**src/rtl/reaction_timing_unit.sv**
```systemverilog
// Timing datapath beside the reaction-test FSM: pseudo-random PREP delay,
// TEST window timeout, reaction-time capture and session-best tracking.
module reaction_timing_unit #(
    parameter int PREP_MIN_MS = 1000,
    parameter int TEST_MAX_MS = 1000,
    parameter int MS_WIDTH    = 14
) (
    input  logic                clock,
    input  logic                reset,
    input  logic [2:0]          current_state,
    input  logic                rising_edge_1khz,
    output logic                prep_timeout,
    output logic                test_timeout,
    output logic [MS_WIDTH-1:0] reaction_ms,
    output logic                result_valid,
    output logic [MS_WIDTH-1:0] best_ms,
    output logic                best_valid,
    output logic                new_best
);

    typedef enum logic [2:0] {
        ST_IDLE        = 3'd0,
        ST_PREP        = 3'd1,
        ST_TEST        = 3'd2,
        ST_RESULT_OK   = 3'd3,
        ST_RESULT_FAIL = 3'd4
    } state_e;

    localparam logic [15:0]         LFSR_SEED = 16'hACE1;
    localparam logic [MS_WIDTH-1:0] PREP_MIN  = MS_WIDTH'(PREP_MIN_MS);
    localparam logic [MS_WIDTH-1:0] TEST_MAX  = MS_WIDTH'(TEST_MAX_MS);
    localparam logic [MS_WIDTH-1:0] CNT_MAX   = {MS_WIDTH{1'b1}};

    logic [2:0]          prev_state_q,   prev_state_d;
    logic [15:0]         lfsr_q,         lfsr_d;
    logic [MS_WIDTH-1:0] prep_cnt_q,     prep_cnt_d;
    logic [MS_WIDTH-1:0] prep_target_q,  prep_target_d;
    logic [MS_WIDTH-1:0] react_cnt_q,    react_cnt_d;
    logic [MS_WIDTH-1:0] reaction_ms_q,  reaction_ms_d;
    logic                result_valid_q, result_valid_d;
    logic [MS_WIDTH-1:0] best_ms_q,      best_ms_d;
    logic                best_valid_q,   best_valid_d;
    logic                new_best_q,     new_best_d;

    logic in_prep, in_test;
    logic prep_entry, test_entry, ok_entry, fail_entry;
    logic lfsr_fb;

    always_comb begin
        in_prep    = (current_state == ST_PREP);
        in_test    = (current_state == ST_TEST);
        prep_entry = in_prep && (prev_state_q != ST_PREP);
        test_entry = in_test && (prev_state_q != ST_TEST);
        ok_entry   = (current_state == ST_RESULT_OK)   && (prev_state_q != ST_RESULT_OK);
        fail_entry = (current_state == ST_RESULT_FAIL) && (prev_state_q != ST_RESULT_FAIL);
    end

    // Timeouts are masked on the entry cycle, when the counter and target
    // still hold values from the previous attempt.
    assign prep_timeout = in_prep && !prep_entry && (prep_cnt_q >= prep_target_q);
    assign test_timeout = in_test && !test_entry && (react_cnt_q >= TEST_MAX);

    // Right-shifting Fibonacci form of taps 16,14,13,11.
    assign lfsr_fb = lfsr_q[0] ^ lfsr_q[2] ^ lfsr_q[3] ^ lfsr_q[5];

    // NOTE: every *_d gets a default before any condition, so no path leaves
    // a variable unassigned and no latch is inferred.
    always_comb begin
        prev_state_d   = current_state;
        lfsr_d         = {lfsr_fb, lfsr_q[15:1]};
        prep_cnt_d     = prep_cnt_q;
        prep_target_d  = prep_target_q;
        react_cnt_d    = react_cnt_q;
        reaction_ms_d  = reaction_ms_q;
        result_valid_d = result_valid_q;
        best_ms_d      = best_ms_q;
        best_valid_d   = best_valid_q;
        new_best_d     = 1'b0;

        if (prep_entry) begin
            prep_target_d  = PREP_MIN + MS_WIDTH'(lfsr_q[10:0]);
            prep_cnt_d     = '0;
            result_valid_d = 1'b0;
        end else if (in_prep && rising_edge_1khz && (prep_cnt_q != CNT_MAX)) begin
            prep_cnt_d = prep_cnt_q + 1'b1;
        end

        // An entry coinciding with a tick restarts at 0; the tick is dropped.
        if (test_entry) begin
            react_cnt_d = '0;
        end else if (in_test && rising_edge_1khz && (react_cnt_q < TEST_MAX)) begin
            react_cnt_d = react_cnt_q + 1'b1;
        end

        if (ok_entry && (prev_state_q == ST_TEST)) begin
            reaction_ms_d  = react_cnt_q;
            result_valid_d = 1'b1;
            if (!best_valid_q || (react_cnt_q < best_ms_q)) begin
                best_ms_d    = react_cnt_q;
                best_valid_d = 1'b1;
                new_best_d   = 1'b1;
            end
        end

        if (fail_entry) begin
            reaction_ms_d  = '0;
            result_valid_d = 1'b0;
        end
    end

    // NOTE: state registers use non-blocking assignments so every flop samples
    // the pre-edge value of its neighbours regardless of statement order.
    always_ff @(posedge clock) begin
        if (reset) begin
            prev_state_q   <= ST_IDLE;
            lfsr_q         <= LFSR_SEED;
            prep_cnt_q     <= '0;
            prep_target_q  <= '0;
            react_cnt_q    <= '0;
            reaction_ms_q  <= '0;
            result_valid_q <= 1'b0;
            best_ms_q      <= '0;
            best_valid_q   <= 1'b0;
            new_best_q     <= 1'b0;
        end else begin
            prev_state_q   <= prev_state_d;
            lfsr_q         <= lfsr_d;
            prep_cnt_q     <= prep_cnt_d;
            prep_target_q  <= prep_target_d;
            react_cnt_q    <= react_cnt_d;
            reaction_ms_q  <= reaction_ms_d;
            result_valid_q <= result_valid_d;
            best_ms_q      <= best_ms_d;
            best_valid_q   <= best_valid_d;
            new_best_q     <= new_best_d;
        end
    end

    assign reaction_ms  = reaction_ms_q;
    assign result_valid = result_valid_q;
    assign best_ms      = best_ms_q;
    assign best_valid   = best_valid_q;
    assign new_best     = new_best_q;

endmodule

```
**config.mk**
```make
export PLATFORM = sky130hd
export DESIGN_NAME = reaction_timing_unit
export DESIGN_NICKNAME = d
export VERILOG_FILES = /design/src/rtl/reaction_timing_unit.sv
export SDC_FILE = /design/constraint.sdc
export NUM_CORES = 1
export LEC_CHECK = 0
export CORE_AREA = 2 2 103 105
export CTS_CLUSTER_SIZE = 8
export DETAILED_ROUTE_END_ITERATION = 10
export DIE_AREA = 0 0 105 107
export PLACE_DENSITY = 0.65
export SLEW_MARGIN = 20
export SYNTH_ARGS = -nofsm -noshare
export SYNTH_HDL_FRONTEND = slang
export SYNTH_SLANG_ARGS = --single-unit
```
**constraint.sdc**
```tcl
create_clock -name clock -period 2.2 [get_ports clock]
set_clock_uncertainty 0.2 [all_clocks]
set_input_delay 0.22 -clock clock [delete_from_list [all_inputs] [get_ports clock]]
set_output_delay 0.22 -clock clock [all_outputs]
set_load 0.02 [all_outputs]
```
==> results.cfg <==
[critical_path]
crit_required_ps = 1780
reg2reg_depth = 8
r2r-end = best_ms[13]
endpoint_kind = output pin
worst-path-max-fanout = 2
startpoint_type = flop
arrival_ps = 1870
crit_type = reg2out
r2r_start = react_cnt_q[12]
r2r_slack_ps = 40

[yosys]
ys_seq_elements = 90
yosysUniqueCellTypes = 43
synth_xor_area_share_pct = 6.18
synth-async-reset-ratio_pct = 0
synth_top_cell_area_share_pct = 45.4
synthFlopType = dfxtp_1
ys_top_cells_by_count = 90 x dfxtp_1, 64 x nand2_1, 45 x nor2_1, 35 x a21oi_1, 35 x inv_1
yosysTopAreaCell = dfxtp_1
post-synth-top-count-cell = dfxtp_1
postSynthAreaPerCell_um2 = 8.92
yosysSeqAreaShare_pct = 45.4
syn_area_mm2 = 0.00397
synth_adder_area_share_pct = 9.14
syn_nets = 480
synth_simple_gate_area_share_pct = 21.0
synth.area.mux_share_pct = 0
netlist_instances = 445
synth_edf_count = 0
synth_compound_area_share_pct = 13.2
synth_area_leaders = dfxtp_1 45%, ha_1 9.1%, nand2_1 6.1%, a21oi_1 4.4%, nor2_1 4.3%
yosys_warnings = 0
synth_top_family_by_area = simple AND/OR/NAND/NOR gates

[cells_and_area]
final_cell_area_mm2 = 0.00537
fillers = 944
syn_to_final_growth_pct = 35.3
regArea_mm2 = 0.00182
antennaDiodeCount = 0
multi_input_area_mm2 = 0.00221
final_nets = 572
layout-drive-gt1-share_pct = 26.0
layout.cells.non_filler = 678
fin_util_pct = 53.2

[pwr]
cellLeakagePower_uw = 0.00205
p_int_uw = 2300
pwr-share-comb_pct = 5.9
pwr-share-clk_pct = 38.3
power.switching_fraction_pct = 23.6
switchingPower_uw = 711
p_total_uw = 3010
worst_ir_drop_vdd_mv = 0.333
cellPowerDensity_mw_per_mm2 = 561
pwr-share-seq_pct = 55.8

[sta]
finalCritPeriodShare_pct = 104
tightestPinTransition_ps = 375
tns_ps = -89.2
finalSetupViolCount = 1
max_freq_ghz = 0.437
grt_setup_unrepaired = yes
hold_violations = 0
finalWorstSetupSlack_ps = -89.2
drv_slew = 0
final.min_clock_period_ps = 2290
relSlewSlack_pct = 74.4

[placement]
routabilityCongestion = 0.816
io_buffers = 38
post_dp_cell_area_mm2 = 0.00485
dp_hpwl_um = 6330
dp_cells = 654

[route]
drc = 0
wirelength_um = 8950
num_vias = 3322
ant_nets = 0
vias_per_cell = 4.90
dr.pass1.iters = 4
drt_iter0_drc = 52
routedWlPerCell_um = 13.2

[floorplan]
num_rows = 37
io_pins = 39
die_area_mm2 = 0.0112
chipHeight_um = 107
core_mm2 = 0.0101
start_util_pct = 39.3
fp.dieW_um = 105

[clock_tree]
cts_inserted_buffers = 9
htree_levels = 3
clk_pin_slew_worst_paths_ps = 90
clk_path_buf_depth = 2
cts_sinks = 90
cts_tree = done
insertion_delay_ps = 360
cts_root_buf = clkbuf_8

[grt]
grt_usage_pct = 16.4
grt_max_degree = 32
antenna_found_initial = 0
grt_pass1_vias = 3212
grt_pass1_wl_um = 14800
gr-total-overflow = 0

[hold_path]
hold_depth = 1
hold_path_class = reg2reg
min-delay-start = lfsr_q[12]
min_to = lfsr_q[11]

[status]
violations = negative setup slack
outcome = finished with violations

[job]
maxCapViolations = 0
[logic make-up (layout without fill, tap and decap cells)]
kind of cell	after synthesis	count (layout)
AOI/OAI and AO/OA	77	77
xor gates and xnor gates	28	28
adders and majority gates	29	29
buffers and inverters	50	147
DFF	90	90
and+or+nand+nor	171	171
[stage by stage]
stage	setup WS, ps	hold WS (ps)
floorplan	4.98	148
global placement	-349	198
detailed placement	-352	196
CTS	-113	229
global route	-162	249
finish	-89.2	224
[sequential cells by signal, summed over array words and instances (netlist names)]
signal         cells
lfsr_q            16
best_valid         1
result_valid       1
best_ms           14
prep_cnt_q        14
react_cnt_q       14
reaction_ms       14
new_best           1
prev_state_q       3
prep_target_q     12
[layer usage]
layer	vias to the layer above	share of wire, %	global-route usage [%]
met4	0	1.9	6.86
li1	1684	-	-
met2	48	47	27.1
met3	13	3.8	3.65
met5	-	0	0
met1	1577	48	20.6
[cells in the final DEF, fill, tap and decap left out, types with 10 or more instances in the layout]
master | synthesis | final
buf_4 | 0 | 55
dfxtp_2 | 0 | 17
clkbuf_8 | 0 | 10
a22o_1 | 13 | 13
dfxtp_1 | 90 | 73
clkdlybuf4s50_1 | 0 | 36
a21oi_1 | 35 | 27
xor2_1 | 18 | 18
ha_1 | 29 | 18
nand4_1 | 11 | 11
nor2_1 | 45 | 45
xnor2_1 | 10 | 10
ha_4 | 0 | 11
nor2b_1 | 11 | 11
nand2_1 | 64 | 64
inv_1 | 35 | 32
[worst max-delay path by stage]
stage | depth (start not counted) | endpoint | slack [ps] | start
finish | 9 | prep_timeout | -90 | prep_cnt_q[0]
global route | 8 | prep_timeout | -160 | prep_target_q[1]
CTS | 9 | prep_timeout | -110 | prep_cnt_q[0]
detailed placement | 7 | prep_timeout | -350 | current_state[0]
global placement | 7 | prep_timeout | -350 | current_state[0]
floorplan | 8 | best_ms[5] | 5 | best_ms[13]
[layout make-up]
class / instances / share of cell area [%]
clock inverter: 6 / 1.21
timing repair buffer: 96 / 15.4
clock buffer: 10 / 2.56
tap: 136 / 3.17
multi-input combinational: 305 / 41.2
sequential: 90 / 33.9
inverter: 35 / 2.45
[power groups by stage]
stage | registers, uW | clock network [uW] | logic, uW
3_5_place_dp | 1720 | 0 | 167
3_3_place_gp | 1720 | 0 | 164
4_1_cts | 1680 | 1190 | 174
6_report | 1680 | 1150 | 177
5_1_grt | 1690 | 1260 | 197
2_1_floorplan | 1710 | 0 | 101
[critical path: stages (launching register included)]
cell      delay, ps
dfxtp_2         340
inv_2            40
ha_4            200
nand2b_4        130
a21oi_2         140
o221ai_2        110
a21o_1          160
a21oi_1         120
o22ai_1          90
buf_4           180
[what timing repair did]
item,in CTS,in global routing
gates resized for setup,33,22
setup endpoints to repair,13,17
setup buffers,2,7
hold buffers,0,0
pin swaps,20,11
gates cloned,1,0
No activity file was read; power rests on OpenSTA's default activity.
